<file path="config.mk">
export PLATFORM = sky130hd
export DESIGN_NAME = assist_mode_ctrl
export DESIGN_NICKNAME = d
export VERILOG_FILES = /design/src/rtl/assist_mode_ctrl.sv
export SDC_FILE = /design/constraint.sdc
export NUM_CORES = 1
export LEC_CHECK = 0
export BUFFER_PORTS_ARGS = -buffer_cell sky130_fd_sc_hd__buf_2
export CORE_UTILIZATION = 25
export DETAILED_ROUTE_END_ITERATION = 10
export GPL_TIMING_DRIVEN = 0
export MAX_ROUTING_LAYER = met4
export SKIP_LAST_GASP = 1
export SLEW_MARGIN = 20
export SYNTH_ARGS = -nofsm -noshare
export SYNTH_HDL_FRONTEND = slang
export SYNTH_SLANG_ARGS = --single-unit
</file>
<file path="constraint.sdc">
create_clock -name clk -period 4 [get_ports clk]
set_input_delay 0.8 -clock clk [delete_from_list [all_inputs] [get_ports clk]]
set_output_delay 0.8 -clock clk [all_outputs]
set_load 0.01 [all_outputs]
</file>
<file path="src/rtl/assist_mode_ctrl.sv">
// Assist mode controller: debounces the mode push-button, classifies short and
// long presses, cycles the assist setting / toggles enable, and soft-ramps the
// motor gain toward the target implied by the current mode.
//
// Handshake note: this block has no valid/ready interfaces; the press events
// are single-cycle internal strobes consumed on the same clock edge that
// retires them from the press FSM.
module assist_mode_ctrl #(
  parameter int DB_CNT   = 16,
  parameter int LONG_CNT = 64,
  parameter int RAMP_DIV = 4
) (
  input  logic       clk,
  input  logic       rst_n,
  input  logic       tgglMd,
  output logic [1:0] setting,
  output logic       enabled,
  output logic [7:0] gain,
  output logic       ramping,
  output logic [1:0] press_state_o
);

  localparam int DB_W   = $clog2(DB_CNT + 1);
  localparam int HOLD_W = $clog2(LONG_CNT + 1);
  localparam int PRE_W  = $clog2(RAMP_DIV + 1);

  localparam logic [DB_W-1:0]   DB_LAST   = DB_W'(DB_CNT - 1);
  localparam logic [HOLD_W-1:0] LONG_LAST = HOLD_W'(LONG_CNT - 1);
  localparam logic [PRE_W-1:0]  PRE_LAST  = PRE_W'(RAMP_DIV - 1);

  typedef enum logic [1:0] {
    IDLE      = 2'd0,
    PRESSED   = 2'd1,
    LONG_HELD = 2'd2
  } press_state_t;

  logic              sync1_q, sync2_q;
  logic              btn_db_q, btn_db_d;
  logic [DB_W-1:0]   db_cnt_q, db_cnt_d;
  press_state_t      state_q, state_d;
  logic [HOLD_W-1:0] hold_cnt_q, hold_cnt_d;
  logic              short_evt, long_evt;
  logic [1:0]        setting_q, setting_d;
  logic              enabled_q, enabled_d;
  logic [PRE_W-1:0]  pre_q, pre_d;
  logic [7:0]        gain_q, gain_d;
  logic [7:0]        target;

  // Two-flop synchronizer for the asynchronous push-button.
  always_ff @(posedge clk or negedge rst_n) begin
    if (!rst_n) begin
      sync1_q <= 1'b0;
      sync2_q <= 1'b0;
    end else begin
      sync1_q <= tgglMd;
      sync2_q <= sync1_q;
    end
  end

  // Debounce: flip the level on the DB_CNT-th consecutive disagreeing cycle.
  always_comb begin
    btn_db_d = btn_db_q;
    db_cnt_d = '0;
    if (sync2_q != btn_db_q) begin
      if (db_cnt_q == DB_LAST) begin
        btn_db_d = sync2_q;
        db_cnt_d = '0;
      end else begin
        db_cnt_d = db_cnt_q + 1'b1;
      end
    end
  end

  // Debounce state registers.
  always_ff @(posedge clk or negedge rst_n) begin
    if (!rst_n) begin
      btn_db_q <= 1'b0;
      db_cnt_q <= '0;
    end else begin
      btn_db_q <= btn_db_d;
      db_cnt_q <= db_cnt_d;
    end
  end

  // Press FSM next-state; IDLE only ever sees btn_db high on a rising edge
  // because every path back to IDLE requires btn_db low.
  always_comb begin
    state_d    = state_q;
    hold_cnt_d = hold_cnt_q;
    short_evt  = 1'b0;
    long_evt   = 1'b0;
    case (state_q)
      IDLE: begin
        if (btn_db_q) begin
          state_d    = PRESSED;
          hold_cnt_d = '0;
        end
      end
      PRESSED: begin
        if (!btn_db_q) begin
          short_evt = 1'b1;
          state_d   = IDLE;
        end else if (hold_cnt_q == LONG_LAST) begin
          long_evt = 1'b1;
          state_d  = LONG_HELD;
        end else begin
          hold_cnt_d = hold_cnt_q + 1'b1;
        end
      end
      LONG_HELD: begin
        // Hold counter stays saturated at LONG_LAST; release emits nothing.
        if (!btn_db_q) state_d = IDLE;
      end
      default: state_d = IDLE;
    endcase
  end

  // Press FSM state register.
  always_ff @(posedge clk or negedge rst_n) begin
    if (!rst_n) begin
      state_q    <= IDLE;
      hold_cnt_q <= '0;
    end else begin
      state_q    <= state_d;
      hold_cnt_q <= hold_cnt_d;
    end
  end

  // Mode update: short press cycles 1->2->3->1 when enabled, long press toggles enable.
  always_comb begin
    setting_d = setting_q;
    enabled_d = enabled_q;
    if (short_evt && enabled_q) begin
      setting_d = (setting_q == 2'd3) ? 2'd1 : setting_q + 2'd1;
    end
    if (long_evt) begin
      enabled_d = ~enabled_q;
    end
  end

  // Target gain decoded from mode.
  always_comb begin
    target = 8'h00;
    if (enabled_q) begin
      case (setting_q)
        2'd1:    target = 8'h40;
        2'd2:    target = 8'h80;
        2'd3:    target = 8'hC0;
        default: target = 8'h00;
      endcase
    end
  end

  // Free-running prescaler; gain steps one LSB toward target at terminal count.
  always_comb begin
    pre_d  = (pre_q == PRE_LAST) ? '0 : pre_q + 1'b1;
    gain_d = gain_q;
    if (pre_q == PRE_LAST) begin
      if (gain_q < target)      gain_d = gain_q + 8'd1;
      else if (gain_q > target) gain_d = gain_q - 8'd1;
    end
  end

  // Mode and ramp registers.
  always_ff @(posedge clk or negedge rst_n) begin
    if (!rst_n) begin
      setting_q <= 2'b10;
      enabled_q <= 1'b1;
      pre_q     <= '0;
      gain_q    <= 8'h00;
    end else begin
      setting_q <= setting_d;
      enabled_q <= enabled_d;
      pre_q     <= pre_d;
      gain_q    <= gain_d;
    end
  end

  assign setting       = setting_q;
  assign enabled       = enabled_q;
  assign gain          = gain_q;
  assign ramping       = (gain_q != target);
  assign press_state_o = state_q;

endmodule
</file>
# Word level (Yosys, flattened, before mapping)

Cells that the tools add are included.

Reductions and logical operators: 8
Eq/ne operators: 15
Bitwise gates (word level): 1
Multiplexer cells: 22
$lt $le $gt $ge: 2
Add/sub/neg operators: 6

Operators by type and width:

| kind                  | count |
|---|---|
| $mux W8               | 3 |
| $pmux W8 S3           | 1 |
| $mux W7               | 3 |
| $pmux W7 S2           | 1 |
| $mux W2               | 5 |
| $mux W5               | 2 |
| $add A8 B1 Y8 const B | 1 |
| $gt A8 B8 Y1          | 1 |
| $lt A8 B8 Y1          | 1 |
| $ne A2 B2 Y1 const B  | 4 |
| $ne A8 B8 Y1          | 1 |
| $sub A8 B1 Y8 const B | 1 |
| $add A7 B1 Y7 const B | 1 |
| $eq A7 B6 Y1 const B  | 1 |
| $eq A2 B2 Y1 const B  | 3 |
| $pmux W2 S3           | 1 |
| $add A5 B1 Y5 const B | 1 |
| $eq A5 B4 Y1 const B  | 1 |
| $mux W1               | 5 |
| $eq A2 B1 Y1 const B  | 2 |
| $reduce_and A2 Y1     | 2 |
| $reduce_and A4 Y1     | 1 |
| $reduce_bool A2 Y1    | 2 |
| $add A3 B1 Y3 const B | 1 |
| other kinds (9)       | 9 |

Flip-flop bits (word level): 31
Output and inout bits: 14
Word-level logic and storage cells: 64
Input port bits: 3

# Longest topological paths before layout

Gate-level depths: netlist of run 1.

Depth in word-level cells: 6
Gate-level depth with buffers: 14
Depth with buffers taken out: 14

# Worst setup path after synthesis of run 1

Ideal clock, no wire load.

Kind: register to register
From: reg setting_q[1], in the netlist setting[1]
To: reg gain_q[7], in the netlist gain[7]
Setup slack: 1,085 ps
Arrival time: 2,835 ps
Period minus slack after synthesis: 2,915 ps
Buffers on the path: 0
Data required time: 3,921 ps
Cell stages (with the launch flop): 14
Setup time: 79 ps
Path through: dfstp_2 -> inv_1 -> ha_1 -> nor3b_1 -> ha_1 -> inv_1 -> a21oi_1 -> inv_1 -> ha_1 -> a211oi_1 -> nor3_1 -> a211oi_1 -> mux2i_1 -> xor2_1

Word-level cells in the longest chain between the ends: 6
Elaborated cells on any way between the ends: 10
Those cells by class: order compare: 2; eq/ne: 3; mux: 3; reduce/logical: 2

RTL lines:

| element                                             | RTL line | source |
|---|---|---|
| start: declaration                                  | 43       | `logic [1:0] setting_q, setting_d;` |
| start signal: assignment                            | 172      | `setting_q <= setting_d;` |
| $eq A2 B2 Y1 / $eq A2 B1 Y1 (equally long branches) | 145      | `case (setting_q)` |
| $pmux W8 S3 (*)                                     | 145      |  |
| $mux W8 (*)                                         | 144      | `if (enabled_q) begin` |
| $lt A8 B8 Y1 / $gt A8 B8 Y1 (equally long branches) | 159, 160 |  |
| $reduce_bool A2 Y1 (no line)                        | n/a      |  |
| $reduce_and A2 Y1 (no line)                         | n/a      |  |
| end signal: assignment                              | 175      | `gain_q <= gain_d;` |
| end: declaration                                    | 46       | `logic [7:0] gain_q, gain_d;` |

Every way passes the cells marked *; elsewhere a longest branch is shown, timed or not.
A chain may end at the register's enable or synchronous reset.

# Worst setup path in the final report of run 1

Same ends and word-level chain as after synthesis.

==> results of run 1 <==
==> layout make-up <==
type,count,area (sq um)
buffer,1,7.51
clock buffer,6,82.6
clock inverter,2,35.0
fill,621,4450
inverter,7,26.3
multi-input combinational,121,862
sequential,31,778
tap,77,96.3
timing repair buffer,16,80.1
==> worst paths after layout <==
check                                            to  cells past startpoint
worst max register to register  gain[7]$_DFFE_PN0P_                     13
worst min register to register    sync2_q$_DFF_PN0_                      0
worst max-delay path            gain[7]$_DFFE_PN0P_                     13
max in group asynchronous        pre_q[1]$_DFF_PN0_                      1
min in group asynchronous       gain[3]$_DFFE_PN0P_                      1
worst min-delay path              sync2_q$_DFF_PN0_                      0
==> cell families (layout without fill, tap and decap cells) <==
| family | after synthesis | in the layout |
|---|---|---|
| AO/OA/AOI/OAI | 39 | 39 |
| XOR/XNOR | 11 | 11 |
| adder cells (fa/ha/maj) | 17 | 17 |
| buffers and inverters | 8 | 32 |
| flip-flops | 31 | 31 |
| multiplexers | 4 | 4 |
| AND/OR/NAND/NOR | 50 | 50 |
==> cell usage in the layout, fill, tap and decap left out, types with 5 or more instances in the layout <==
cell type,netlist,layout
o21ai_0,15,15
nor2_1,9,9
clkbuf_8,0,6
nand2_1,13,13
nand3_1,10,10
inv_1,5,5
xor2_1,8,8
ha_1,16,16
buf_2,0,16
a21oi_1,7,7
dfrtp_1,29,29
==> worst register-to-register path: stages (launching register included) <==
cell and delay, ns:
dfstp_2 0.56, inv_1 0.09, ha_1 0.20, nor3b_1 0.22, ha_1 0.18, inv_1 0.04, a21oi_1 0.27, inv_1 0.24
ha_1 0.34, a211oi_1 0.29, nor3_1 0.10, a211oi_1 0.29, mux2i_1 0.26, xor2_1 0.15
==> per-stage QoR <==
stage | setup WS [ns] | util, %
floorplan | 1.09 | -
global placement | 0.721 | 28.8
detailed placement | 0.711 | 28.8
CTS | 0.684 | 30.6
global route | 0.437 | 30.6
finish | 0.700 | 30.6
==> routing by layer <==
layer	part of all wire, %	GRT usage [%]	wire length, um
met1	53	13.2	1600
met2	42	13.6	1280
met3	2.3	1.78	69
met4	2.1	6.58	64
met5	0	-	0
==> registers in the layout, summed over array words and instances, names as in the netlist <==
register	cells
gain	8
hold_cnt_q	7
db_cnt_q	5
pre_q	3
press_state_o	2
setting	2
btn_db_q	1
enabled	1
sync1_q	1
sync2_q	1
==> power groups by stage <==
stage	Combinational, mW	Clock, mW	Sequential [mW]
2_1_floorplan	0.00393	0	0.325
3_3_place_gp	0.0119	0	0.325
3_5_place_dp	0.0118	0	0.325
4_1_cts	0.0118	0.333	0.319
5_1_grt	0.0142	0.341	0.320
6_report	0.0111	0.326	0.319
==> qor.yml, run 1 <==
synthesis:
  synth-adder-area-share_pct: 13.2
  synth_commonest_cells: "29 x dfrtp_1, 16 x ha_1, 15 x o21ai_0"
  yosysTopAreaCellShare_pct: 43.3
  ys.flop_type: "dfrtp_1"
  syn_area_sq_um: 1670
  syn_nets: 180
  ys_types: 35
  synth_area_leaders: "dfrtp_1 43%, ha_1 12%, o21ai_0 4.5%"
  yosysWarnings: 0
  synth_top_area_cell: "dfrtp_1"
  synth_mux_area_share_pct: 2.54
  synth-compound-area-share_pct: 15.2
  syn_inst: 160
  yosysSeqAreaShare_pct: 46.5
  synth_xor_area_share_pct: 5.75
  avgSynthCellArea_sq_um: 10.5
  synth-seq-cells: 31
  synthArstFlopShare_pct: 100
  synthMostInstantiatedCell: "dfrtp_1"
  yosys.area_share.simple_pct: 14.8
  synth-edff-count: 0
  synth_top_family_by_area: "compound AO/OA/AOI/OAI gates"
status:
  status: "finished clean"
floorplanning:
  row_count: 29
  core-area_sq_um: 6420
  die_y_um: 83.8
  dieArea_sq_um: 7030
  dieWidth_um: 83.8
  pin_count: 17
  start_util_pct: 26.1
power_and_ir_drop:
  p_sw_share_pct: 20.5
  combPwrFrac_pct: 1.7
  total_power_uw: 656
  vdd_drop_max_mv: 0.173
  p_seq_share_pct: 48.7
  power_density_nw_per_um2: 333
  power.internal_uw: 522
  p_sw_uw: 134
  clockPowerShare_pct: 49.6
  p_leak_nw: 0.947
cells_and_area:
  diodes: 0
  final_area_sq_um: 1970
  fin_nets: 203
  drive_gt1_share_pct: 19.0
  layout.cells.non_filler: 261
  area_growth_pct: 17.6
worst_setup_path:
  path_delay_family: "compound AO/OA/AOI/OAI gates"
  path_cells: "inv_1 > ha_1 > nor3b_1 > ha_1 > inv_1 > a21oi_1 > inv_1 > ha_1 > a211oi_1 > nor3_1 > a211oi_1 > mux2i_1 > xor2_1"
  critPathKind: "reg -> reg"
  cp_slowest_stage_delay_ns: 0.56
  critPathMaxFanout: 8
  regToRegStartpoint: "setting[1]$_DFFE_PN1P_"
  end_kind: "flip-flop"
  cpMaxStageDelayCell: "dfstp_2"
  startpoint: "setting[1]$_DFFE_PN1P_"
  required_ns: 4.22
  crit_arrival_ns: 3.52
  critPathLaunchType: "flip-flop"
  crit_buf_inv: 3
  rrSetupSlack_ns: 0.70
timing:
  fin_tns_setup_ns: 0
  finalCriticalPeriod_ns: 3.30
  setup-violations-final: 0
  maxSlewHeadroom_pct: 54.5
  finClkSkew_ns: 0.00956
  fmax_ghz: 0.303
  post-route-period-util_pct: 82.5
  rsz0062_at_grt: "false"
  worstMarginPinSlew_ns: 0.683
  fin_hold_ws_ns: 0.339
  slew_violations: 0
  hold_viol_final: 0
grt:
  grt_usage_pct: 9.87
  grt_pass1_wl_mm: 5.34
  first_global_vias: 1146
  antenna_found_initial: 0
  grt_max_degree: 32
  gr-total-overflow: 0
place:
  place_hpwl_mm: 2.19
  gp_congestion: 0.788
  dp_cells: 253
  port_buffers: 16
  place_area_sq_um: 1850
clocking:
  htreeDepth: 2
  clock_sinks: 31
  cts_resized: 0
  postCtsSetupBuffers: 0
  clk_latency_ns: 0.29
  cts.path.max_buffers: 2
  cts_buffers: 5
  cts_root_buf: "clkbuf_8"
  holdBufCountCts: 0
  cts.clk_slew.worst_paths_ns: 0.07
  cts_tree: "yes"
drt:
  initialDrtViolationCount: 39
  vias: 1187
  detail_route.wl_per_cell_um: 11.5
  wirelength_mm: 3.01
  drc_errors: 0
  drtPass1Iterations: 4
  drtAntennaViolNets: 0
  vias_per_cell: 4.55
job:
  drv_cap: 0
min_path:
  min_path_type: "reg -> reg"
  hp-start: "sync1_q$_DFF_PN0_"
No activity file was read; power rests on OpenSTA's default activity.
==> run 2, diff against run 1 <==
Settings changed: ABC_AREA from default to 1.
Clock period 4 ns to 2.6 ns, I/O delays scaled along.
==> qor.yml, run 2 <==
grt:
  top_usage_layer: "met2"
  grt_usage_pct: 10.1  # +0.27 points
  first_global_vias: 1335  # +16%
  use_met1_pct: 12.0  # -1.2 points
  gr-total-overflow: 0  # unchanged
  grt_pass1_wl_mm: 5.84  # +9.4%
  met3_usage_pct: 2.36  # +0.58 points
  grt_max_degree: 32  # unchanged
  antenna_found_initial: 0  # unchanged
  use_met2_pct: 16.5  # +2.9 points
synthesis:
  syn_inst: 222  # +39%
  synthMostInstantiatedCell: "nand2_1"
  synth-seq-cells: 31  # unchanged
  synth_commonest_cells: "57 x nand2_1, 29 x dfrtp_1, 24 x inv_1"
  ys_types: 29  # -17%
  ys.flop_type: "dfrtp_1"
  yosysSeqAreaShare_pct: 42.1  # -4.4 points
  syn_area_sq_um: 1850  # +10%
  synth_area_leaders: "dfrtp_1 39%, nand2_1 12%, ha_1 11%"
  yosysWarnings: 0  # unchanged
  syn_nets: 242  # +34%
  synth-edff-count: 0  # unchanged
  synth_top_area_cell: "dfrtp_1"
  avgSynthCellArea_sq_um: 8.32  # -20%
  yosysTopAreaCellShare_pct: 39.3  # -4.1 points
  synthArstFlopShare_pct: 100  # unchanged
timing:
  post-route-period-util_pct: 94.9
  finClkSkew_ns: 0.00418  # -0.00538 ns
  fmax_ghz: 0.405
  slew_violations: 0  # unchanged
  worstMarginPinSlew_ns: 0.696  # +0.0133 ns
  fin_tns_setup_ns: 0  # unchanged
  finalCriticalPeriod_ns: 2.47
  hold_viol_final: 0  # unchanged
  maxSlewHeadroom_pct: 53.6  # -0.88 points
  setup-violations-final: 0  # unchanged
clocking:
  clock_sinks: 31  # unchanged
  cts.path.max_buffers: 2  # unchanged
  cts_tree: "yes"
  cts_buffers: 5  # unchanged
  clk_latency_ns: 0.28  # about the same
  cts_root_buf: "clkbuf_8"
  holdBufCountCts: 0  # unchanged
  htreeDepth: 2  # unchanged
  cts.clk_slew.worst_paths_ns: 0.06  # about the same
power_and_ir_drop:
  vdd_drop_max_mv: 0.160  # -7.4%
  p_leak_nw: 1.10  # +16%
  power_density_nw_per_um2: 395  # +18%
drt:
  drtAntennaViolNets: 0  # unchanged
  vias_per_cell: 4.24  # -6.8%
  drc_errors: 0  # unchanged
  initialDrtViolationCount: 73  # +87%
  vias: 1454  # +22%
  wirelength_mm: 3.50  # +16%
  drtPass1Iterations: 4  # unchanged
  detail_route.wl_per_cell_um: 10.2  # -12%
cells_and_area:
  diodes: 0  # unchanged
  fin_nets: 266  # +31%
  layout_common_cells: "56 x nand2_1, 28 x dfrtp_1, 23 x inv_1"
  final_common_cell: "nand2_1"
  final_util_pct: 31.7  # +1.0 points
  largest_reg_flops: 8  # unchanged
  area_growth_pct: 19.6
  drive_gt1_share_pct: 24.7  # +5.7 points
floorplanning:
  pin_count: 17  # unchanged
  row_count: 30  # +3.4%
  die_y_um: 88.0  # +4.9%
  dieWidth_um: 88.0  # +4.9%
  start_util_pct: 26.5  # +0.40 points
  core-area_sq_um: 6980  # +8.7%
  dieArea_sq_um: 7740  # +10%
worst_setup_path:
  worstRegToRegCells: 14  # +1
  cp_slowest_stage_delay_ns: 0.56  # about the same
  reg2reg_to: "gain[7]$_DFFE_PN0P_"
  end_kind: "output port"
  critPathMaxFanout: 4  # -4
  cp.depth: 11  # -2
  crit_arrival_ns: 1.95  # -1.57 ns
  cpMaxStageDelayCell: "dfstp_2"
  path_delay_family: "flip-flops"
  startpoint: "setting[1]$_DFFE_PN1P_"
  worstSetupEndpoint: "ramping"
  crit_buf_inv: 4  # +1
  regToRegStartpoint: "setting[1]$_DFFE_PN1P_"
  critPathLaunchType: "flip-flop"
  path_cells: "inv_2 > ha_2 > nor2_2 > nor3_2 > ha_1 > nand2_1 > inv_1 > nand2_1 > nor2_2 > inv_1 > buf_2"
  required_ns: 2.08  # -2.14 ns
  rrSetupSlack_ns: 0.20  # -0.50 ns
  critPathKind: "reg -> out"
job:
  drv_cap: 0  # unchanged
status:
  status: "finished clean"
place:
  port_buffers: 16  # unchanged
  place_hpwl_mm: 2.55  # +17%
  gp_congestion: 0.780  # -1.0%
min_path:
  min_path_type: "in -> async"
[run 2: per-layer routing]
layer  wire, um  up-vias
li1           -      751
met1       1710      680
met2       1670       19
met3         98        4
met4         23        0
met5          0        -
[run 2: layout make-up]
type | count | area [sq um]
inverter | 31 | 116
fill | 755 | 4770
buffer | 2 | 18.8
timing repair buffer | 17 | 87.6
multi-input combinational | 158 | 1010
tap | 96 | 120
sequential | 31 | 779
clock buffer | 8 | 80.1
[run 2: logic make-up after synthesis]
logic type | count (synthesis) | synth area share (%)
buf+inv | 33 | 7.31
fa+ha+maj | 17 | 11.9
xor+xnor | 7 | 3.32
compound gates | 20 | 6.57
simple gates | 114 | 28.8
flops | 31 | 42.1
[run 2: worst min-delay path by stage]
stage	start	end	slack, ns	depth (start not counted)
2_1_floorplan	rst_n	btn_db_q$_DFFE_PN0P_	0.22	0
3_3_place_gp	sync1_q$_DFF_PN0_	sync2_q$_DFF_PN0_	0.33	0
3_5_place_dp	sync1_q$_DFF_PN0_	sync2_q$_DFF_PN0_	0.34	0
4_1_cts	rst_n	gain[6]$_DFFE_PN0P_	0.30	1
5_1_grt	rst_n	gain[7]$_DFFE_PN0P_	0.35	1
6_report	rst_n	hold_cnt_q[2]$_DFFE_PN0P_	0.28	1
[run 2: report_power, final]
group	internal, mW	switching [mW]	leakage (nW)
Combinational	0.00605	0.0157	0.649
Sequential	0.490	0.00482	0.413
Clock	0.190	0.166	0.0395
[run 2: metrics by stage]
stage / hold WS [ns] / setup WS, ns / power, mW / cell area (sq um) / std cells
global placement: 0.334 / -0.0627 / 0.525 / 2050 / 334
detailed placement: 0.337 / -0.121 / 0.526 / 2050 / 334
CTS: 0.305 / 0.0338 / 0.894 / 2140 / 342
global route: 0.351 / -0.00987 / 0.920 / 2210 / 343
finish: 0.281 / 0.134 / 0.872 / 2210 / 343
floorplan: 0.224 / 0.211 / 0.512 / 1850 / 222
[run 2: timing repair]
item | in CTS | in global routing
pin swaps | 0 | 3
resized for setup | 3 | 11
setup endpoints to repair | 5 | 6
setup buffers | 0 | 1
==> run 3, diff against run 2 <==
Settings changed: MAX_ROUTING_LAYER met4 to default.
==> qor.yml, run 3 (synthesis results as in run 2) <==
cells_and_area:
  nFillCells: 755  # unchanged
  diodes: 0  # unchanged
  drive_gt1_share_pct: 24.7  # unchanged
  largest_reg_flops: 8  # unchanged
  fin_nets: 266  # unchanged
  layout_common_cells: "56 x nand2_1, 28 x dfrtp_1, 23 x inv_1"
  area_growth_pct: 19.6  # unchanged
  final_common_cell: "nand2_1"
timing:
  finClkSkew_ns: 0.00398  # -0.000202 ns
  hold_viol_final: 0  # unchanged
  post-route-period-util_pct: 94.9  # about the same
  maxSlewHeadroom_pct: 53.6  # about the same
  fin_hold_ws_ns: 0.282  # +0.000941 ns
  fmax_ghz: 0.405  # about the same
  finalCriticalPeriod_ns: 2.47  # +0.0000100 ns
  slew_violations: 0  # unchanged
  setup-violations-final: 0  # unchanged
  worstMarginPinSlew_ns: 0.697  # +0.000588 ns
clocking:
  clk_latency_ns: 0.28  # about the same
  cts_tree: "yes"
  cts.clk_slew.worst_paths_ns: 0.06  # about the same
  cts.path.max_buffers: 2  # unchanged
  htreeDepth: 2  # unchanged
  holdBufCountCts: 0  # unchanged
  clock_sinks: 31  # unchanged
  cts_buffers: 5  # unchanged
  cts_root_buf: "clkbuf_8"
floorplanning:
  core-area_sq_um: 6980  # unchanged
  start_util_pct: 26.5  # unchanged
  dieArea_sq_um: 7740  # unchanged
  row_count: 30  # unchanged
  dieWidth_um: 88.0  # unchanged
  pin_count: 17  # unchanged
  die_y_um: 88.0  # unchanged
grt:
  use_met2_pct: 16.5  # unchanged
  met3_usage_pct: 2.36  # unchanged
  first_global_vias: 1336  # +0.075%
  grt_pass1_wl_mm: 5.84  # -0.12%
  grt_usage_pct: 9.82  # -0.31 points
  grt_max_degree: 32  # unchanged
  gr-total-overflow: 0  # unchanged
  top_usage_layer: "met2"
  use_met1_pct: 12.0  # unchanged
  antenna_found_initial: 0  # unchanged
drt:
  drc_errors: 0  # unchanged
  vias: 1449  # -0.34%
  vias_per_cell: 4.22  # -0.34%
  initialDrtViolationCount: 73  # unchanged
  detail_route.wl_per_cell_um: 10.2  # about the same
  drtAntennaViolNets: 0  # unchanged
  wirelength_mm: 3.50  # about the same
  drtPass1Iterations: 4  # unchanged
worst_setup_path:
  regToRegStartpoint: "setting[1]$_DFFE_PN1P_"
  cpMaxStageDelayCell: "dfstp_2"
  critPathMaxFanout: 4  # unchanged
  startpoint: "setting[1]$_DFFE_PN1P_"
  crit_arrival_ns: 1.95  # about the same
  rrSetupSlack_ns: 0.20  # about the same
  critPathLaunchType: "flip-flop"
  critPathKind: "reg -> out"
  worstRegToRegCells: 14  # unchanged
  reg2reg_to: "gain[7]$_DFFE_PN0P_"
  end_kind: "output port"
  path_cells: "inv_2 > ha_2 > nor2_2 > nor3_2 > ha_1 > nand2_1 > inv_1 > nand2_1 > nor2_2 > inv_1 > buf_2"
  required_ns: 2.08  # about the same
  cp_slowest_stage_delay_ns: 0.56  # about the same
power_and_ir_drop:
  power_density_nw_per_um2: 395  # about the same
  vdd_drop_max_mv: 0.160  # +0.17%
  total_power_uw: 872  # about the same
  p_leak_nw: 1.10  # unchanged
status:
  status: "finished clean"
job:
  drv_cap: 0  # unchanged
place:
  place_hpwl_mm: 2.55  # unchanged
  gp_congestion: 0.770  # -1.3%
  port_buffers: 16  # unchanged
min_path:
  min_path_type: "in -> async"
## run 3: cell counts in the layout (fill, tap and decap cells not counted)
Identical to the previous run, type by type.
## run 3: final cells by class
| cell class | count | area (sq um) | share of cell area [%] |
|---|---|---|---|
| multi-input combinational | 158 | 1010 | 45.6 |
| clock buffer | 8 | 80.1 | 3.62 |
| sequential | 31 | 779 | 35.3 |
| inverter | 31 | 116 | 5.26 |
| tap | 96 | 120 | 5.43 |
| buffer | 2 | 18.8 | 0.849 |
| timing repair buffer | 17 | 87.6 | 3.96 |
## run 3: timing repair
item / CTS / global route
setup endpoints to repair: 5 / 6
pin swaps: 0 / 3
buffers inserted: 0 / 1
gates cloned: 0 / 0
resized for setup: 3 / 11
## run 3: metal layers
layer	part of all wire (%)	routed length, um
met2	47	1640
met3	2.8	98
met4	1.3	47
met5	0	0
met1	49	1720
## run 3: report_power, final
part / switching (mW) / total [mW] / internal [mW]
sequential: 0.00479 / 0.494 / 0.490
combinational: 0.0158 / 0.0218 / 0.00605
clock: 0.167 / 0.356 / 0.190
total: 0.187 / 0.872 / 0.685
## run 3: how the worst max path moves through the flow
stage	cells after the start	slack [ns]	to
floorplan	14	0.21	gain[7]$_DFFE_PN0P_
global placement	15	-0.06	gain[7]$_DFFE_PN0P_
detailed placement	14	-0.12	gain[7]$_DFFE_PN0P_
CTS	14	0.03	gain[7]$_DFFE_PN0P_
global route	14	-0.01	gain[7]$_DFFE_PN0P_
finish	11	0.13	ramping
## run 3: worst max-delay path, delay by kind of cell, from the launching register on
family,cells,cell delay (ns)
adder cells (fa/ha/maj),2,0.43
buffers and inverters,4,0.29
flip-flops,1,0.56
AND/OR/NAND/NOR,5,0.37
## run 3: through the flow
stage / TNS [ns] / util [%] / worst slack (ns) / cell area, sq um / instances
2_1_floorplan: 0 / - / 0.211 / 1850 / 222
5_1_grt: -0.00987 / 31.7 / -0.00987 / 2210 / 343
4_1_cts: 0 / 30.7 / 0.0338 / 2140 / 342
3_5_place_dp: -0.448 / 29.3 / -0.121 / 2050 / 334
3_3_place_gp: -0.184 / 29.3 / -0.0627 / 2050 / 334
6_report: 0 / 31.7 / 0.134 / 2210 / 343
